### src/rtl/ahb_pwm_multi.sv
// ---------------------------------------------------------------------------
// ahb_pwm_multi
//   AHB-lite slave PWM generator. NUM_CH channels share one prescaler and one
//   period counter. Each channel has its own duty value. The counter runs in
//   edge-aligned or centre-aligned mode. PERIOD, DUTY and MODE are
//   double-buffered: the active copies are reloaded at each period end, on
//   a forced update, or continuously while the block is disabled.
//
//   Register map (word index = haddr[7:2]):
//     0x00 CTRL    [0] EN, [1] MODE (0 edge, 1 centre), [2] UPD (write-only
//                  pulse), [3] IE (only when PWM_IRQ_EN is defined)
//     0x04 PSC     prescale value P, counter ticks every P+1 clocks
//     0x08 PERIOD  pending period T
//     0x0C STATUS  [0] WRAP, sticky, write 1 to clear
//     0x10+4*i     DUTY[i] pending duty
//
//   Optional feature macro: PWM_IRQ_EN (adds O_irq and CTRL[3] IE).
//
// Ports
//   I_ahb_clk     core clock, sole clock domain
//   I_rst         synchronous active-high reset
//   I_ahb_hsel    slave select
//   I_ahb_htrans  transfer type, NONSEQ/SEQ start a transfer
//   I_ahb_hwrite  1 = write
//   I_ahb_haddr   byte address, bits [7:2] decoded
//   I_ahb_hsize   transfer size, every access is treated as a word
//   I_ahb_hwdata  write data (data phase)
//   O_ahb_hrdata  read data (data phase)
//   O_ahb_hresp   always OKAY
//   O_ahb_hready  always ready (zero wait state)
//   O_irq         WRAP & IE, registered (PWM_IRQ_EN only)
//   O_pwm         PWM outputs, bit i = channel i
// ---------------------------------------------------------------------------
module ahb_pwm_multi #(
    parameter int NUM_CH = 8,
    parameter int CNT_W  = 16,
    parameter int PSC_W  = 16
) (
    input  logic              I_ahb_clk,
    input  logic              I_rst,
    input  logic              I_ahb_hsel,
    input  logic [1:0]        I_ahb_htrans,
    input  logic              I_ahb_hwrite,
    input  logic [31:0]       I_ahb_haddr,
    input  logic [2:0]        I_ahb_hsize,
    input  logic [31:0]       I_ahb_hwdata,
    output logic [31:0]       O_ahb_hrdata,
    output logic [1:0]        O_ahb_hresp,
    output logic              O_ahb_hready,
`ifdef PWM_IRQ_EN
    output logic              O_irq,
`endif
    output logic [NUM_CH-1:0] O_pwm
);

    localparam logic [5:0] IDX_CTRL   = 6'd0;
    localparam logic [5:0] IDX_PSC    = 6'd1;
    localparam logic [5:0] IDX_PERIOD = 6'd2;
    localparam logic [5:0] IDX_STATUS = 6'd3;

    // bus pipeline
    logic             d_valid;
    logic             d_write;
    logic [5:0]       d_idx;
    logic             wr_en;

    // programming registers
    logic             ctrl_en;
    logic             ctrl_mode;
    logic             upd_req;
`ifdef PWM_IRQ_EN
    logic             ctrl_ie;
`endif
    logic [PSC_W-1:0] psc_val;
    logic [CNT_W-1:0] period_pend;
    logic [CNT_W-1:0] duty_pend [NUM_CH];

    // active (shadow) copies
    logic [CNT_W-1:0] period_act;
    logic [CNT_W-1:0] duty_act [NUM_CH];
    logic             mode_act;

    // counters and status
    logic [PSC_W-1:0] psc_cnt;
    logic [CNT_W-1:0] cnt;
    logic [CNT_W-1:0] cnt_nxt;
    logic             dir;
    logic             dir_nxt;
    logic             tick;
    logic             period_end;
    logic             wrap;
    logic             wrap_clr;
    logic [NUM_CH-1:0] pwm_lvl;

    // Size, the unused address bits and the upper write-data bits carry no
    // meaning for this slave.
    logic             unused_ok;
    assign unused_ok = ^{I_ahb_hsize, I_ahb_haddr[31:8], I_ahb_haddr[1:0],
                         I_ahb_hwdata};

    assign O_ahb_hresp  = 2'b00;
    assign O_ahb_hready = 1'b1;

    // Address phase capture. hready is always high, so every valid address
    // phase is followed by its data phase in the very next cycle.
    always_ff @(posedge I_ahb_clk) begin
        if (I_rst) begin
            d_valid <= 1'b0;
            d_write <= 1'b0;
            d_idx   <= '0;
        end else begin
            d_valid <= I_ahb_hsel & I_ahb_htrans[1];
            d_write <= I_ahb_hwrite;
            d_idx   <= I_ahb_haddr[7:2];
        end
    end

    assign wr_en    = d_valid & d_write;
    assign wrap_clr = wr_en && (d_idx == IDX_STATUS) && I_ahb_hwdata[0];

    // Register writes commit at the end of the data phase. UPD is not stored;
    // it becomes a one-cycle request acted on by the counter logic.
    always_ff @(posedge I_ahb_clk) begin
        if (I_rst) begin
            ctrl_en     <= 1'b0;
            ctrl_mode   <= 1'b0;
            upd_req     <= 1'b0;
`ifdef PWM_IRQ_EN
            ctrl_ie     <= 1'b0;
`endif
            psc_val     <= '0;
            period_pend <= '0;
            for (int i = 0; i < NUM_CH; i++) duty_pend[i] <= '0;
        end else begin
            upd_req <= 1'b0;
            if (wr_en) begin
                case (d_idx)
                    IDX_CTRL: begin
                        ctrl_en   <= I_ahb_hwdata[0];
                        ctrl_mode <= I_ahb_hwdata[1];
                        upd_req   <= I_ahb_hwdata[2];
`ifdef PWM_IRQ_EN
                        ctrl_ie   <= I_ahb_hwdata[3];
`endif
                    end
                    IDX_PSC:    psc_val     <= I_ahb_hwdata[PSC_W-1:0];
                    IDX_PERIOD: period_pend <= I_ahb_hwdata[CNT_W-1:0];
                    default: ;
                endcase
                for (int i = 0; i < NUM_CH; i++) begin
                    if (d_idx == 6'(4 + i)) duty_pend[i] <= I_ahb_hwdata[CNT_W-1:0];
                end
            end
        end
    end

    // Read data comes straight from the registered address during the data
    // phase, so a read right after a write to the same register sees the new
    // value.
    always_comb begin
        O_ahb_hrdata = '0;
        if (d_valid && !d_write) begin
            case (d_idx)
                IDX_CTRL: begin
                    O_ahb_hrdata[0] = ctrl_en;
                    O_ahb_hrdata[1] = ctrl_mode;
`ifdef PWM_IRQ_EN
                    O_ahb_hrdata[3] = ctrl_ie;
`endif
                end
                IDX_PSC:    O_ahb_hrdata[PSC_W-1:0] = psc_val;
                IDX_PERIOD: O_ahb_hrdata[CNT_W-1:0] = period_pend;
                IDX_STATUS: O_ahb_hrdata[0]         = wrap;
                default: ;
            endcase
            for (int i = 0; i < NUM_CH; i++) begin
                if (d_idx == 6'(4 + i)) O_ahb_hrdata[CNT_W-1:0] = duty_pend[i];
            end
        end
    end

    // Next counter value. dir = 0 counts up, 1 counts down (centre mode).
    // A period ends when the edge counter wraps, when the centre counter
    // comes back down to 0, or on every tick when the period is 0. A pending
    // UPD suppresses the tick so that no period end (and no WRAP) happens.
    always_comb begin
        tick       = ctrl_en && !upd_req && (psc_cnt >= psc_val);
        period_end = 1'b0;
        cnt_nxt    = cnt;
        dir_nxt    = dir;
        if (tick) begin
            if (period_act == '0) begin
                cnt_nxt    = '0;
                dir_nxt    = 1'b0;
                period_end = 1'b1;
            end else if (!mode_act) begin
                if (cnt >= period_act) begin
                    cnt_nxt    = '0;
                    period_end = 1'b1;
                end else begin
                    cnt_nxt = cnt + CNT_W'(1);
                end
                dir_nxt = 1'b0;
            end else if (!dir && (cnt < period_act)) begin
                cnt_nxt = cnt + CNT_W'(1);
            end else begin
                cnt_nxt = cnt - CNT_W'(1);
                dir_nxt = 1'b1;
                if (cnt == CNT_W'(1)) begin
                    dir_nxt    = 1'b0;
                    period_end = 1'b1;
                end
            end
        end
    end

    // Counters and shadows. While disabled, or on a forced update, the
    // counters sit at their start point and the shadows track the pending
    // registers so the first counted cycle already uses them.
    always_ff @(posedge I_ahb_clk) begin
        if (I_rst) begin
            psc_cnt    <= '0;
            cnt        <= '0;
            dir        <= 1'b0;
            period_act <= '0;
            mode_act   <= 1'b0;
            for (int i = 0; i < NUM_CH; i++) duty_act[i] <= '0;
        end else if (!ctrl_en || upd_req) begin
            psc_cnt    <= '0;
            cnt        <= '0;
            dir        <= 1'b0;
            period_act <= period_pend;
            mode_act   <= ctrl_mode;
            for (int i = 0; i < NUM_CH; i++) duty_act[i] <= duty_pend[i];
        end else begin
            psc_cnt <= tick ? '0 : psc_cnt + PSC_W'(1);
            cnt     <= cnt_nxt;
            dir     <= dir_nxt;
            if (period_end) begin
                period_act <= period_pend;
                mode_act   <= ctrl_mode;
                for (int i = 0; i < NUM_CH; i++) duty_act[i] <= duty_pend[i];
            end
        end
    end

    // Sticky WRAP flag; a period end in the same cycle as a clear wins.
    always_ff @(posedge I_ahb_clk) begin
        if (I_rst) begin
            wrap <= 1'b0;
        end else if (period_end) begin
            wrap <= 1'b1;
        end else if (wrap_clr) begin
            wrap <= 1'b0;
        end
    end

    // Compare level per channel. In centre mode the counter peaks at T, so a
    // duty of T or more must be forced high rather than compared.
    always_comb begin
        pwm_lvl = '0;
        for (int i = 0; i < NUM_CH; i++) begin
            if (duty_act[i] == '0) begin
                pwm_lvl[i] = 1'b0;
            end else if (mode_act && (duty_act[i] >= period_act)) begin
                pwm_lvl[i] = 1'b1;
            end else begin
                pwm_lvl[i] = (cnt < duty_act[i]);
            end
        end
    end

    // Registered pin drive, forced low while disabled.
    always_ff @(posedge I_ahb_clk) begin
        if (I_rst) begin
            O_pwm <= '0;
        end else begin
            O_pwm <= ctrl_en ? pwm_lvl : '0;
        end
    end

`ifdef PWM_IRQ_EN
    // Registered interrupt request.
    always_ff @(posedge I_ahb_clk) begin
        if (I_rst) begin
            O_irq <= 1'b0;
        end else begin
            O_irq <= wrap & ctrl_ie;
        end
    end
`endif

endmodule

### config.mk
export PLATFORM = sky130hd
export DESIGN_NAME = ahb_pwm_multi
export DESIGN_NICKNAME = d
export VERILOG_FILES = /design/src/rtl/ahb_pwm_multi.sv
export SDC_FILE = /design/constraint.sdc
export NUM_CORES = 1
export LEC_CHECK = 0
export CAP_MARGIN = 20
export CORE_UTILIZATION = 42
export DETAILED_ROUTE_END_ITERATION = 16
export DONT_BUFFER_PORTS = 1
export SLEW_MARGIN = 20
export SYNTH_ARGS = -nofsm -noshare
export SYNTH_HDL_FRONTEND = slang
export SYNTH_SLANG_ARGS = --single-unit
export TNS_END_PERCENT = 1
### constraint.sdc
create_clock -name I_ahb_clk -period 8.8 [get_ports I_ahb_clk]
set_clock_uncertainty 0.05 [all_clocks]
set_input_delay 0.88 -clock I_ahb_clk [delete_from_list [all_inputs] [get_ports I_ahb_clk]]
set_output_delay 0.88 -clock I_ahb_clk [all_outputs]
set_load 0.02 [all_outputs]
# Word-level counts from Yosys, hierarchy flattened
# Memory sizes are Yosys's and may differ from the RTL's.
# Index checks and enable logic that the tools add are counted.
op_classes:
  n_addsub: 3
  n_lt_le_gt_ge: 19
  eq_ne: 13
  n_mux: 105
  n_bitwise: 29
  n_reduce_logical: 46
ops:
  columns: ["op", "n"]
  rows:
  - ["2-to-1 mux 16 bit", 39]
  - [">= comparator 16 bit", 10]
  - ["logical NOT 16 bit", 9]
  - ["less-than comparator 16 bit", 9]
  - ["2-to-1 mux 1 bit", 63]
  - ["adder 16 x 1 -> 16 bit, second input constant", 2]
  - ["OR reduction 3 bit", 10]
  - ["case mux 14 bit (2 select lines)", 1]
  - ["== test 6 x 3 -> 1 bit, second input constant", 4]
  - ["== test 6 x 4 -> 1 bit, second input constant", 4]
  - ["OR 1 bit", 24]
  - ["== test 16 x 1 -> 1 bit, second input constant", 1]
  - ["subtractor 16 x 1 -> 16 bit, second input constant", 1]
  - ["logical AND 1 bit", 14]
  - ["== test 6 x 2 -> 1 bit, second input constant", 2]
  - ["AND reduction 2 bit", 4]
  - ["== test 6 x 1 -> 1 bit, second input constant", 1]
  - ["logical NOT 6 bit", 1]
  - ["logical NOT 1 bit", 4]
  - ["case mux 1 bit (4 select lines)", 1]
  - ["nonzero test 2 bit", 2]
  - ["!= test 3 bit, second input constant", 1]
  - ["inverter 1 bit", 3]
  - ["case mux 1 bit (3 select lines)", 1]
  - ["other kinds (3)", 4]
totals:
  ff_bits: 102
  mem_bits_rw: 256
  inputBits: 73
  out_inout_bits: 43
  elab_cells: 239
  n_memories: 2
memory_table:
  columns: ["name", "words", "word_bits", "read_ports", "rd_ports_with_merged_regs", "wr", "line_no", "source"]
  rows:
  - ["duty_act", 8, 16, 8, 0, 8, "80", "logic [CNT_W-1:0] duty_act [NUM_CH];"]
  - ["duty_pend", 8, 16, 8, 0, 8, "76", "logic [CNT_W-1:0] duty_pend [NUM_CH];"]

# Longest topological paths before layout
depth:
  word_depth: 11
  depth_mapped: 12
  mapped_depth_nobuf: 10

# Worst setup path before layout
# No wires, ideal clock.
synth_timing:
  path_type: "register to register"
  from: "reg cnt[7]"
  to: "mem duty_act[0][0] (enable)"
  setup_ns: 0.402
  arrival_time_ns: 3.123
  t_required_ns: 8.348
  path_slack_ns: 5.225
  path_stages_with_launch: 9
  n_path_buf: 1
  period_less_slack_ns: 3.575
  cell_sequence: "dfxtp_1 or3_4 or4_4 nor4b_2 nand3b_1 o211ai_2 a21oi_1 clkbuf_1 inv_1"
synth_lines:
  columns: ["element", "line_no", "source"]
  rows:
  - ["start, declared", "85", "logic [CNT_W-1:0] cnt;"]
  - ["start signal, assigned", "237", "cnt <= cnt_nxt;"]
  - ["end, declared", "80", null]

# Final worst setup path
layout_timing:
  from: "reg d_idx[0]"
  to: "out O_ahb_hrdata[4]"
layout_via:
  elab_chain_len: 11
  elab_cells_between_ends: 20
  cone_classes: "eq/ne (10); mux (10)"
layout_rtl:
  columns: ["element", "line_no", "source"]
  rows:
  - ["start, declared", "64", "logic [5:0] d_idx;"]
  - ["start signal, assigned", "114", "d_idx <= I_ahb_haddr[7:2];"]
  - ["== test 6 x 2 -> 1 bit or == test 6 x 1 -> 1 bit (tied branches)", "163", "case (d_idx)"]
  - ["case mux 14 bit (2 select lines)", "163", null]
  - ["2-to-1 mux 16 bit (7 in series)", "177", "if (d_idx == 6'(4 + i)) O_ahb_hrdata[CNT_W-1:0] = duty_pend[i];"]
  - ["2-to-1 mux 16 bit (*)", "177", null]
  - ["2-to-1 mux 16 bit (*)", "162", "if (d_valid && !d_write) begin"]
  - ["end, declared", "47", "output logic [31:0] O_ahb_hrdata,"]
# Every way passes the cells marked *; elsewhere a longest branch is shown, timed or not.

==> results.cfg <==
[status]
status = finished, final reports clean

[worst_hold_path]
holdCritStartpoint = I_rst
worstHoldPathCells = 1
hold_end = d_idx[0]
min_path_type = primary input to flip-flop

[cts]
numCtsBuffers = 40
worstSkewPairLatency_ns = 0.57
ctsResizeCount = 0
cts.sinks = 358
clockBufferDepth = 3
clkSlewWorstSetupHoldPaths_ns = 0.07
cts_hold_buffers = 0
cts_post_setup_buffers_inserted = 0
cts_tree = built
h-tree-depth = 2
cts_root_buf = clkbuf_16

[final_layout]
area_growth_pct = 10.5
drive_above_1_share_pct = 7.15
final_cell_mix = ha_1 (284), edfxtp_1 (256), inv_1 (188)
final_area_sq_mm = 0.0237
nNetsFinal = 2465
layout_commonest_cell = ha_1
fill_cells = 4712
final_cells = 2813

[synth]
synth_flop_cell = edfxtp_1
synth_cell_type_count = 71
synth-seq-area-share_pct = 45.3
ys_ff_latch = 358
synth_edf_count = 256
yosysTopAreaCell = edfxtp_1
ys_warn_count = 0
syn_inst = 2093
postSynthAreaPerCell_sq_um = 10.3
synthArstFlopShare_pct = 0
netlist.area_leader.share_pct = 35.8
synthesis.area_sq_mm = 0.0215
yosys-top-cells-area = edfxtp_1 (36%), ha_1 (17%), dfxtp_1 (9.5%), inv_1 (3.3%), and2_1 (3.0%)

[drt]
wl_met3_mm = 6.07
firstDrtPassIters = 6
drt-total-wl_mm = 68.7
drc_errors = 0
highest_layer = met4
antenna_left = 0
wl_met2_mm = 29.9
drtIter0Drc = 1648
wl_met1_mm = 29.2
avgRoutedWirePerCell_um = 24.4
vias_per_cell = 5.84
vias = 16400

[global_routing]
grt_pass1_vias = 15800
grt_max_degree = 114
antenna_found_initial = 0
grt-ovfl-total = 0
grt_pass1_wl_mm = 101
grtUsageTotal_pct = 26.1

[timing]
max-slew-margin-rel_pct = 23.6
rsz0062_at_grt = no
period_share_pct = 53.8
slew_violations = 0
setup_tns_ns = 0
timing.final.hold_violations = 0
hold_ws_ns = 0.355
finalSetupViolations = 0
fmax_mhz = 211
tightestPinTransition_ns = 1.14
min_period_ns = 4.74

[critical_path]
critPathMaxFanout = 49
critPathCaptureType = output port
crit_chain = buf_4 -> nor2b_1 -> a22oi_1 -> o22ai_1 -> o211ai_1 -> nand2_1 -> o21ai_0 -> a21oi_1
cp_slowest_cell = nor2b_1
worstPathArrival_ns = 3.81
cp-start-kind = flip-flop
crit_cells = 8
cp_slowest_stage_delay_ns = 0.98
r2r_start = cnt[0]
required_ns = 7.87
r2r_cells = 11
cp_num_buf_inv = 1
worst-r2r-setup-slack_ns = 5.01
worst_path_dominant_cell_family = compound AO/OA/AOI/OAI gates
worst-setup-path-type = flip-flop to output port
r2r-end = duty_act[0][62]

[floorplanning]
dieArea_sq_mm = 0.0521
core_area_sq_mm = 0.0503
io_pins = 116
die_x_um = 228
fp-row-count = 82
start_util_pct = 42.7
fp.dieH_um = 228

[place]
hpwl_mm = 48.9
place_congestion = 0.928
placed_cells = 2738
portBuffers = 0
dpl_cell_area_sq_mm = 0.0223

[power]
p_total_uw = 4080
leakage_uw = 0.00969
vdd_drop_max_mv = 0.135
power_density_mw_per_mm2 = 172

[job]
cap_violations = 0
## registers in the layout (all words and copies together), names as in the netlist
register	flops
duty_act	128
duty_pend	128
cnt	16
period_act	16
period_pend	16
psc_cnt	16
psc_val	16
O_pwm	8
d_idx	6
ctrl_en	1
ctrl_mode	1
d_valid	1
d_write	1
dir	1
mode_act	1
upd_req	1
wrap	1
## how the worst max path moves through the flow
| stage | start | endpoint | slack, ns |
|---|---|---|---|
| 3_5_place_dp | d_idx[0] | O_ahb_hrdata[4] | 4.73 |
| 2_1_floorplan | cnt[7] | duty_act[0][0] | 5.22 |
| 6_report | d_idx[0] | O_ahb_hrdata[4] | 4.06 |
| 4_1_cts | d_idx[0] | O_ahb_hrdata[4] | 4.11 |
| 3_3_place_gp | d_idx[0] | O_ahb_hrdata[4] | 4.79 |
| 5_1_grt | d_idx[0] | O_ahb_hrdata[4] | 3.98 |
## cells in the mapped netlist (all sizes together) (4+ instances only)
master   instances
a41oi            7
a211o            7
mux2            27
o2111ai          6
a31oi            9
o211ai           8
nand3           25
a211oi          16
buf             32
clkbuf          59
a21o            78
a222oi          12
o22ai            6
o21ai           92
nand2b          45
o221ai          16
and2           102
nor4b            4
dfxtp          102
a22oi            4
nor3            17
nand2          120
nor2b           52
nor2           166
a221oi           7
or4              6
or3             14
o21a            10
xor2            10
edfxtp         256
ha             284
nor4            41
a21oi          122
a21boi           7
or2              4
inv            190
and3             9
a22o            30
mux2i            4
nand4           39
xnor2           13
## power by group
part           internal [uW]  switching (uW)
Clock                   1140             729
Combinational            112             175
Sequential              1870            56.8
Total                   3120             961
## logic make-up (layout without fill, tap and decap cells)
group           after synthesis  in the layout  share of synthesized area, %
buf+inv                     281            311                          5.54
other cells                   2             20                        0.0350
simple gates                653            653                          15.7
compound gates              460            460                          14.2
flops                       358            358                          45.3
fa+ha+maj                   284            284                          16.5
mux                          32             32                          1.71
xor+xnor                     23             23                         0.938
## routing by layer
metal  vias to the layer above  global-route usage [%]
met2                       727                    40.0
li1                       7628                       -
met4                         0                    12.5
met1                      7888                    35.0
met3                       171                    5.66
met5                         -                       0
## stage by stage
step                      util [%]  worst slack [ns]
final                         47.2              4.06
after global routing          47.2              3.98
after CTS                     47.2              4.11
after detailed placement      44.3              4.73
after global placement        44.3              4.79
after floorplan                  -              5.22
## final cells by class
cell class,count,area (sq um),area share [%]
clock inverters,26,387,1.63
well taps,672,841,3.54
diodes,1,2.50,0.0105
flip-flops and latches,358,9730,41.0
clock buffers,48,1070,4.52
repair buffers,47,353,1.49
multi-input cells,1471,10600,44.8
inverters,190,713,3.00
Power figures use the tool's default switching activity.
